--- src/rtl/binary_frame_reader.sv ---
// rtl/binary_frame_reader.sv - expands a double-buffered 1bpp frame into RGB pixels
// Word fetch at each 32-pixel boundary, 2-cycle latency from raster counters to pixel.
module binary_frame_reader #(
  parameter int          IMG_WIDTH  = 320,
  parameter int          IMG_HEIGHT = 240,
  parameter int          ADDR_W     = 13,
  parameter logic [23:0] FG_COLOR   = 24'hFFFFFF,
  parameter logic [23:0] BG_COLOR   = 24'h000000
) (
  input  logic              pclk,
  input  logic              rst_n,
  input  logic [11:0]       h_cnt,
  input  logic [10:0]       v_cnt,
  input  logic              frame_ready,
  output logic              frame_ack,
  output logic              rd_bank,
  output logic              mem_en,
  output logic [ADDR_W-1:0] mem_addr,
  input  logic [31:0]       mem_dout,
  output logic [23:0]       binary,
  output logic              pix_valid
);

  localparam int WPR   = IMG_WIDTH / 32;
  localparam int IDX_W = ADDR_W - 1;

  typedef enum logic {S_EMPTY, S_SHOW} state_t;

  state_t r_state, w_state_nxt;
  logic   r_pending, w_pending_nxt;
  logic   r_rd_bank, w_rd_bank_nxt;
  logic   r_frame_ack, w_frame_ack_nxt;

  logic             w_in_img, w_swap_pt, w_show;
  logic [IDX_W-1:0] w_word_idx;

  logic        r_en_d1, r_vld_d1;
  logic [4:0]  r_bit_sel_d1;
  logic [31:0] r_word;
  logic [23:0] r_binary;
  logic        r_pix_valid;
  logic [31:0] w_word_cur;
  logic        w_bit;

  assign w_in_img  = (h_cnt < 12'(IMG_WIDTH)) && (v_cnt < 11'(IMG_HEIGHT));
  assign w_swap_pt = (v_cnt == 11'(IMG_HEIGHT)) && (h_cnt == 12'd0);
  assign w_show    = (r_state == S_SHOW);

  // Only in-image coordinates are meaningful; elsewhere the index is parked at 0.
  assign w_word_idx = w_in_img ? (IDX_W'(v_cnt) * IDX_W'(WPR) + IDX_W'(h_cnt[11:5]))
                               : {IDX_W{1'b0}};

  always_comb begin
    w_state_nxt     = r_state;
    w_pending_nxt   = r_pending;
    w_rd_bank_nxt   = r_rd_bank;
    w_frame_ack_nxt = 1'b0;
    if (w_swap_pt && (r_pending || frame_ready)) begin
      w_rd_bank_nxt   = ~r_rd_bank;
      w_pending_nxt   = 1'b0;
      w_frame_ack_nxt = 1'b1;
      w_state_nxt     = S_SHOW;
    end else if (frame_ready) begin
      w_pending_nxt = 1'b1;
    end
  end

  always_ff @(posedge pclk) begin
    if (!rst_n) begin
      r_state     <= S_EMPTY;
      r_pending   <= 1'b0;
      r_rd_bank   <= 1'b0;
      r_frame_ack <= 1'b0;
    end else begin
      r_state     <= w_state_nxt;
      r_pending   <= w_pending_nxt;
      r_rd_bank   <= w_rd_bank_nxt;
      r_frame_ack <= w_frame_ack_nxt;
    end
  end

  assign mem_en   = w_in_img && w_show && (h_cnt[4:0] == 5'd0);
  assign mem_addr = {r_rd_bank, w_word_idx};

  // On the fetch cycle the RAM output bypasses the word register.
  assign w_word_cur = r_en_d1 ? mem_dout : r_word;
  assign w_bit      = w_word_cur[r_bit_sel_d1];

  always_ff @(posedge pclk) begin
    if (!rst_n) begin
      r_en_d1      <= 1'b0;
      r_vld_d1     <= 1'b0;
      r_bit_sel_d1 <= 5'd0;
      r_word       <= 32'd0;
      r_binary     <= 24'd0;
      r_pix_valid  <= 1'b0;
    end else begin
      r_en_d1      <= mem_en;
      r_vld_d1     <= w_in_img && w_show;
      r_bit_sel_d1 <= h_cnt[4:0];
      if (r_en_d1) begin
        r_word <= mem_dout;
      end
      r_binary    <= r_vld_d1 ? (w_bit ? FG_COLOR : BG_COLOR) : 24'd0;
      r_pix_valid <= r_vld_d1;
    end
  end

  assign frame_ack = r_frame_ack;
  assign rd_bank   = r_rd_bank;
  assign binary    = r_binary;
  assign pix_valid = r_pix_valid;

endmodule

--- config.mk ---
export PLATFORM = sky130hd
export DESIGN_NAME = binary_frame_reader
export DESIGN_NICKNAME = d
export VERILOG_FILES = /design/src/rtl/binary_frame_reader.sv
export SDC_FILE = /design/constraint.sdc
export NUM_CORES = 1
export LEC_CHECK = 0
export BUFFER_PORTS_ARGS = -buffer_cell sky130_fd_sc_hd__buf_2
export CAP_MARGIN = 30
export CORE_ASPECT_RATIO = 0.5
export CORE_MARGIN = 2
export CORE_UTILIZATION = 47
export CTS_CLUSTER_DIAMETER = 150
export DETAILED_ROUTE_END_ITERATION = 7
export PLACE_DENSITY = 0.77
export RECOVER_POWER = 100
export SLEW_MARGIN = 20
export SYNTH_ARGS = -nofsm -noshare
export SYNTH_HDL_FRONTEND = slang
export SYNTH_SLANG_ARGS = --single-unit
export TNS_END_PERCENT = 20
--- constraint.sdc ---
create_clock -name pclk -period 3.85 [get_ports pclk]
set_input_delay 0.77 -clock pclk [delete_from_list [all_inputs] [get_ports pclk]]
set_output_delay 0.77 -clock pclk [all_outputs]
set_load 0.02 [all_outputs]
**Word level (Yosys, flattened, before mapping)**

Index checks and enable logic that the tools add are counted.

- Output and inout port bits: 41
- Bits of input ports: 58
- Flip-flop bits (word level): 68

- $mul: 1
- Reduce and logical (&&, ||, !) cells: 10
- $add $sub $neg: 1
- Order comparisons: 3
- Mux-type cells: 6
- Equal/unequal tests: 1
- Bitwise operators: 2

Operators by type and width:

| operator | count |
|---|---|
| $mux W32 | 1 |
| $mux W24 | 1 |
| $add A12 B7 Y12 | 1 |
| $logic_not A12 Y1 | 1 |
| $lt A12 B9 Y1 const B | 1 |
| $mux W12 | 1 |
| $eq A11 B8 Y1 const B | 1 |
| $lt A11 B8 Y1 const B | 1 |
| $mul A11 B3 Y11 const B | 1 |
| $lt A5 B6 Y1 const B | 1 |
| $bmux W1 S5 | 1 |
| $logic_and A1 B1 Y1 | 5 |
| $logic_not A5 Y1 | 1 |
| $mux W1 | 2 |
| $not A1 Y1 | 2 |
| $reduce_and A2 Y1 | 1 |
| $reduce_or A2 Y1 | 1 |
| $logic_or A1 B1 Y1 | 1 |

**Depth between registers and ports, before layout**

Gate-level depths: netlist (run 1).

- Word-level depth: 4
- Gate-level depth with buffers: 10
- Depth with buffers taken out: 10

**Least setup slack after synthesis (run 1)**

OpenSTA, ideal clock, no wires.

- Path type: input -> output
- From: input port v_cnt[1]
- To: output port mem_addr[10]
- Path slack: -0.218 ns
- Data arrival time: 3.298 ns
- Stages: 10
- Required time: 3.080 ns
- Cells stage by stage: ha_1 ha_1 fa_1 xor2_1 ha_1 a21oi_1 a2111oi_1 nand3_1 xor2_1 nor2_1

- Word-level cells in the longest chain between the ends: 3
- Elaborated cells between the ends (all ways): 5
- Those cells by class: add/sub: 1; mul: 1; order compare: 1; mux: 1; reduce/logical: 1

Ends and longest elaborated chain:

| item | line | RTL |
|---|---|---|
| start: declaration | 13 | `input logic [10:0] v_cnt,` |
| $mul A11 B3 Y11 or $lt A11 B8 Y1 (tied branches) | 50, 45 |  |
| $add A12 B7 Y12 or $logic_and A1 B1 Y1 (tied branches) | 50, 45 |  |
| $mux W12 (*) | 50 | `assign w_word_idx = w_in_img ? (IDX_W'(v_cnt) * IDX_W'(WPR) + IDX_W'(h_cnt[11:5]))` |
| end: declaration | 18 | `output logic [ADDR_W-1:0] mem_addr,` |

Mark *: on every way between the ends. The rest lies on a longest branch, timed or not.

**Worst setup path in the final report (run 1)**

- From: input port v_cnt[3]
- To: output port mem_addr[11]

The elaborated chain is that of the path after synthesis.

==> reports/qor.log, run 1 <==
[synthesis] number of enable-type register cells in the synthesized netlist 0
[routing] mean routed wirelength per cell 14.5 µm
[die] ports placed on the boundary 99
[synthesis] proportion of synthesized chip area in sequential cells 0.282
[critical_path] critical path capture point type output pin
[finish] commonest non-fill, non-tap cells in the layout 57 x buf_2, 45 x dfxtp_1, 38 x clkbuf_1
[timing] number of hold-slack violations in the final timing report 0
[placed_design] DP Wirelength 5460 µm
[finish] Antenna Diode Count 0
[finish] number of nets in the layout 484
[cts] number of buffers between clock root and the deepest sink 2
[cts] buffer type at the clock tree root clkbuf_16
[global_routing] total overflow reported by the global router 0
[critical_path] Crit Path Category input port to output pin
[job] Maximum Capacitance Violations 0
[timing] Fin Hold WS 0.483 ns
[finish] fill cell total of the finished layout 595
[synthesis] Yosys warning total 0
[critical_path] Crit path required time 3.08 ns
[die] core outline area 6620 µm²
[critical_path] Worst EP arrival 3.03 ns
[cts] later-pin clock latency in the skew report 0.28 ns
[global_routing] gr usage total 0.199
[timing] Max transition margin 0.0276
[die] x dimension of the die 121 µm
[cts] CTS buffer count 5
[global_routing] initial antenna violation count 0
[global_routing] vias in the first global route 2501
[critical_path] CP peak stage delay 0.45 ns
[finish] Synth-to-Final Area Change 27.7%
[routing] Post-Route WL 7170 µm
[timing] Fmax 263 MHz
[timing] final number of max-transition violations 0
[timing] Final Cycle Share 0.988
[routing] number of DRC markers in iteration 0 81
[critical_path] Crit path buffers/inverters 2
[cts] clock transition time at the flip-flop clock pins of the worst setup and hold paths 0.06 ns
[synthesis] Syn Inst Count 308
[finish] most frequent standard cell in the layout excluding fill and tap cells buf_2
[synthesis] net count after synthesis 389
[routing] first-pass iteration count of the detailed router 4
[cts] Clock H-tree levels 2
[timing] Clock Skews 0.00488 ns
[critical_path] Cell Chain, Critical Path buf_8, ha_4, ha_4, fa_2, ha_4, o21ai_2, o21ai_2, a21oi_1, and4b_1, xnor3_1, nor2_4, buf_6
[critical_path] slowest cell on the critical path fa_2
[critical_path] critical path fanouts, max 3
[synthesis] synthesized area per cell 10.4 µm²
[die] Die Area 7520 µm²
[timing] RSZ-0062 raised after global routing true
[cts] hold buffer count at CTS 0
[global_routing] first-pass GRT wire length 11900 µm
[synthesis] number of unique standard cell types used by synthesis 51
[cts] clock sink total 45
[synthesis] async set or reset register ratio after synthesis 0
[timing] transition time at the pin with the least slew margin 1.46 ns
[routing] remaining antenna violation count after routing 0
[critical_path] top cell family by delay on the critical path adder cells
[hold_path] worst hold-check path type register to register
[global_routing] maximum number of pins on one net before global-route repair 44
[placed_design] gpl congestion 0.952
[power] Power per Cell Area 330 nW/µm²
[placed_design] instance count after placement with tap cells included 485
[die] starting utilization of the core area 0.483
[finish] share of post-route cells with drive strength above 1 0.351
[routing] routed via count 2583
[routing] Remaining DRCs 0
[outcome] run status finished clean
[routing] vias per cell 5.21
[finish] Non-Filler Instances 496
[placed_design] number of input and output port buffers inserted 98
[synthesis] count of state elements after synthesis 45
[critical_path] kind of start point of the critical path input port
[power] Static Leakage 1.55 nW
[die] die height 62.3 µm
[timing] time the final worst path needs with I/O delays and setup 3.80 ns
[synthesis] dominant synthesized flop cell dfxtp_1
[critical_path] most used cell along the critical path ha_4
[die] count of standard-cell rows 21
[synthesis] post-synthesis cell area 3200 µm²
[power] largest vdd supply drop 160 µV
[cts] CTS tree built
[timing] final number of setup-violating endpoints 0
-- path summary, 6_finish.rpt --
path                                            from               endpoint  slack [ns]  depth (start not counted)
worst max-delay path                        v_cnt[3]           mem_addr[11]        0.05                         12
worst min-delay path            r_state$_SDFFE_PN0P_   r_state$_SDFFE_PN0P_        0.48                          1
worst max register to register    r_en_d1$_SDFF_PN0_  binary[22]$_SDFF_PN0_        0.85                          6
worst min register to register  r_state$_SDFFE_PN0P_   r_state$_SDFFE_PN0P_        0.48                          1
-- where the power goes --
group	internal, mW	switching [mW]
Combinational	0.211	0.172
Sequential	0.469	0.00783
Clock	0.324	0.164
Total	1.00	0.344
-- layout make-up --
| cell class | instances | area [µm²] | share of cell area |
|---|---|---|---|
| clock inverters | 1 | 30.0 | 0.00735 |
| flip-flops and latches | 45 | 901 | 0.221 |
| repair buffers | 124 | 662 | 0.162 |
| multi-input cells | 223 | 2220 | 0.543 |
| well taps | 92 | 115 | 0.0282 |
| inverters | 4 | 15.0 | 0.00368 |
| clock buffers | 7 | 143 | 0.0349 |
-- what timing repair did --
action / CTS / global route
endpoints found under the setup margin: 5 / 4
endpoints found under the hold margin: 0 / 0
buffers inserted: 2 / 1
pin swaps: 14 / 9
resized for setup: 23 / 11
gates cloned: 0 / 0
-- logic make-up after synthesis --
group                    count (synthesis)  share of synthesized area
AO/OA/AOI/OAI                           31                     0.0739
adder cells (fa/ha/maj)                 23                     0.0947
multiplexers                            53                      0.236
buffers and inverters                   40                     0.0802
AND/OR/NAND/NOR                        105                      0.199
flip-flops                              45                      0.282
XOR/XNOR                                11                     0.0344
-- synthesized netlist by cell type, types with 3 or more instances --
library cell  instances  area share
a21oi_1               4      0.0063
and2_1               10       0.020
and3_1                5      0.0098
buf_2                 4      0.0063
buf_4                25       0.059
clkbuf_1              4      0.0047
dfxtp_1              45        0.28
ha_1                 21       0.082
inv_1                 4      0.0047
mux2i_1              35        0.11
mux4_2               18        0.13
nand2_1               5      0.0059
nand3_1               4      0.0063
nor2_1               21       0.025
nor2b_1              36       0.070
nor3_1                4      0.0063
o21ai_0               7       0.011
or4_1                 3      0.0070
xnor2_1               5       0.014
xor2_1                5       0.014
-- state kept, by name (all words and copies together), names as in the netlist --
signal / count
pix_valid: 1
frame_ack: 1
r_word: 32
r_pending: 1
r_vld_d1: 1
r_en_d1: 1
binary: 1
r_state: 1
rd_bank: 1
r_bit_sel_d1: 5
-- metrics by stage --
step                       TNS, ns  setup WS [ns]  area (µm²)  power, mW   util
after floorplan            -0.0395        -0.0395        3210      0.678      -
after detailed placement    -0.762         -0.244        3750      0.807  0.567
after global routing        -0.106        -0.0442        4080       1.42  0.617
after CTS                 -0.00594       -0.00594        4070       1.33  0.615
final                            0         0.0477        4080       1.35  0.617
after global placement      -0.685         -0.215        3750      0.805  0.567
-- routing by layer --
metal,vias up,global-route usage,routed length (µm)
met4,0,0.0523,89
met3,8,0.0432,381
li1,1289,-,-
met5,-,0,0
met1,1210,0.246,3160
met2,76,0.351,3540
Power figures use the tool's default switching activity.
==> run 2: changes to the inputs <==
--- a/config.mk
+++ b/config.mk
@@ -14,5 +14,5 @@
 export DETAILED_ROUTE_END_ITERATION = 7
 export PLACE_DENSITY = 0.77
-export RECOVER_POWER = 100
+export RECOVER_POWER = 50
 export SLEW_MARGIN = 20
 export SYNTH_ARGS = -nofsm -noshare
==> constraint.sdc (replaced) <==
create_clock -name pclk -period 3.85 [get_ports pclk]
set_input_delay 0.77 -clock pclk [delete_from_list [all_inputs] [get_ports pclk]]
set_output_delay 0.77 -clock pclk [all_outputs]
set_load 0.005 [all_outputs]
==> reports/qor.log, run 2 (synthesis results as in run 1) <==
[global_routing] maximum number of pins on one net before global-route repair 44
[critical_path] beginning of the critical path v_cnt[1]
[routing] remaining antenna violation count after routing 0
[critical_path] Crit Path Category input port to output pin
[finish] most frequent standard cell in the layout excluding fill and tap cells buf_2
[cts] Clock H-tree levels 2
[power] internal power 913 µW
[timing] Max transition margin 0.0498
[finish] flip-flop count of the largest register, all copies and words added 32
[cts] buffer type at the clock tree root clkbuf_16
[finish] share of post-route cells with drive strength above 1 0.406
[power] Static Leakage 1.67 nW
[routing] routed via count 2528
[global_routing] vias in the first global route 2416
[global_routing] total overflow reported by the global router 0
[hold_path] worst hold start r_state$_SDFFE_PN0P_
[finish] commonest non-fill, non-tap cells in the layout 96 x buf_2, 44 x dfxtp_1, 36 x nor2b_1
[power] proportion of power drawn by combinational gates 0.282
[hold_path] worst hold-check path type register to register
[die] starting utilization of the core area 0.483
[finish] Antenna Diode Count 0
[cts] clock transition time at the flip-flop clock pins of the worst setup and hold paths 0.06 ns
[timing] final number of max-transition violations 0
[die] ports placed on the boundary 99
[cts] hold buffer count at CTS 0
[placed_design] gpl congestion 0.839
[die] core outline area 6620 µm²
[placed_design] Setup Slack @ Placement -0.245 ns
[critical_path] launch instance of the worst register-to-register path r_en_d1$_SDFF_PN0_
[global_routing] gr usage total 0.186
[cts] clock sink total 45
[timing] Fmax 260 MHz
[placed_design] DP Wirelength 5330 µm
[global_routing] routing usage on met3 0.0358
[finish] largest registers in the final layout r_word (32), r_bit_sel_d1 (5)
[die] count of standard-cell rows 21
[finish] register ranked first by flip-flop count r_word
[job] Maximum Capacitance Violations 0
[timing] final number of setup-violating endpoints 1
[routing] number of DRC markers in iteration 0 105
[routing] vias per cell 5.15
[critical_path] critical path capture point type output pin
[cts] CTS buffer count 5
[routing] Remaining DRCs 0
[global_routing] most utilized layer in the global route result met2
[placed_design] instance count after placement with tap cells included 483
[timing] time the final worst path needs with I/O delays and setup 3.85 ns
[placed_design] number of input and output port buffers inserted 98
[timing] Final Cycle Share 1.00
[power] clock network power share 0.337
[power] Sw Pwr 337 µW
[routing] Post-Route WL 6880 µm
[global_routing] first-pass GRT wire length 11200 µm
[global_routing] Global Route met1 Usage 0.234
[die] x dimension of the die 121 µm
[finish] number of nets in the layout 480
[cts] later-pin clock latency in the skew report 0.28 ns
[die] die height 62.3 µm
[critical_path] critical path fanouts, max 3
[timing] RSZ-0062 raised after global routing true
[cts] CTS tree built
[timing] minimum setup slack in the final design -0.00133 ns
[timing] Clock Skews 0.00510 ns
[timing] accumulated negative setup slack -0.00133 ns
[global_routing] initial antenna violation count 0
[timing] transition time at the pin with the least slew margin 1.43 ns
[outcome] violations in the final reports negative setup slack
[global_routing] met2 track demand over resource 0.326
[routing] first-pass iteration count of the detailed router 4
[power] Power per Cell Area 316 nW/µm²
[critical_path] Crit path required time 3.08 ns
[power] proportion of total power due to net switching 0.270
[critical_path] Worst EP arrival 3.08 ns
[routing] mean routed wirelength per cell 14.0 µm
[critical_path] kind of start point of the critical path input port
[power] total power of the final layout 1.25 mW
[finish] Non-Filler Instances 491
[power] sequential fraction of design power 0.382
[finish] Synth-to-Final Area Change 23.8%
[cts] number of buffers between clock root and the deepest sink 2
[outcome] run status finished with violations
[timing] number of hold-slack violations in the final timing report 0
[die] Die Area 7520 µm²
[power] largest vdd supply drop 149 µV
## run 2: metrics by stage
stage | hold slack (ns) | instance area, µm² | utilization
finish | 0.481 | 3960 | 0.598
detailed placement | 0.470 | 3730 | 0.563
CTS | 0.485 | 3940 | 0.595
global placement | 0.465 | 3730 | 0.563
floorplan | 0.407 | 3200 | -
global route | 0.517 | 3960 | 0.598
## run 2: critical path, stage by stage
cell	delay, ns
buf_2	0.12
ha_4	0.24
ha_4	0.16
fa_2	0.56
ha_4	0.21
or2_2	0.28
a21oi_2	0.19
a2111oi_4	0.05
buf_4	0.16
xnor2_1	0.16
nor2_1	0.05
buf_2	0.13
## run 2: layer usage
layer	share of wire	routed length, µm	up-vias
met3	0.051	350	9
li1	-	-	1279
met1	0.45	3110	1158
met2	0.48	3310	82
met4	0.015	102	0
met5	0	0	-
## run 2: cell type report
| type | instances | area (µm²) |
|---|---|---|
| Clock buffer | 6 | 139 |
| Sequential cell | 45 | 902 |
| Timing Repair Buffer | 120 | 653 |
| Multi-Input combinational cell | 223 | 2130 |
| Tap cell | 92 | 115 |
| Inverter | 4 | 15.0 |
| Fill cell | 564 | 2660 |
| Clock inverter | 1 | 7.51 |
## run 2: path summary, 6_finish.rpt
check / to / slack, ns / cells after the start
worst min register to register: r_state$_SDFFE_PN0P_ / 0.48 / 1
worst max register to register: binary[22]$_SDFF_PN0_ / 1.43 / 5
worst min-delay path: r_state$_SDFFE_PN0P_ / 0.48 / 1
worst max-delay path: mem_addr[8] / -0.001 / 12
## run 2: repair_timing
item,CTS,global route
setup endpoints to repair,5,4
resized for setup,10,4
setup buffers,1,0
pin swaps,9,4
## run 2: power by group through the flow
| stage | logic, mW | registers, mW | clock network, mW |
|---|---|---|---|
| 6_report | 0.352 | 0.477 | 0.421 |
| 5_1_grt | 0.385 | 0.478 | 0.455 |
| 4_1_cts | 0.338 | 0.477 | 0.427 |
| 3_5_place_dp | 0.313 | 0.488 | 0 |
| 3_3_place_gp | 0.311 | 0.488 | 0 |
| 2_1_floorplan | 0.192 | 0.481 | 0 |
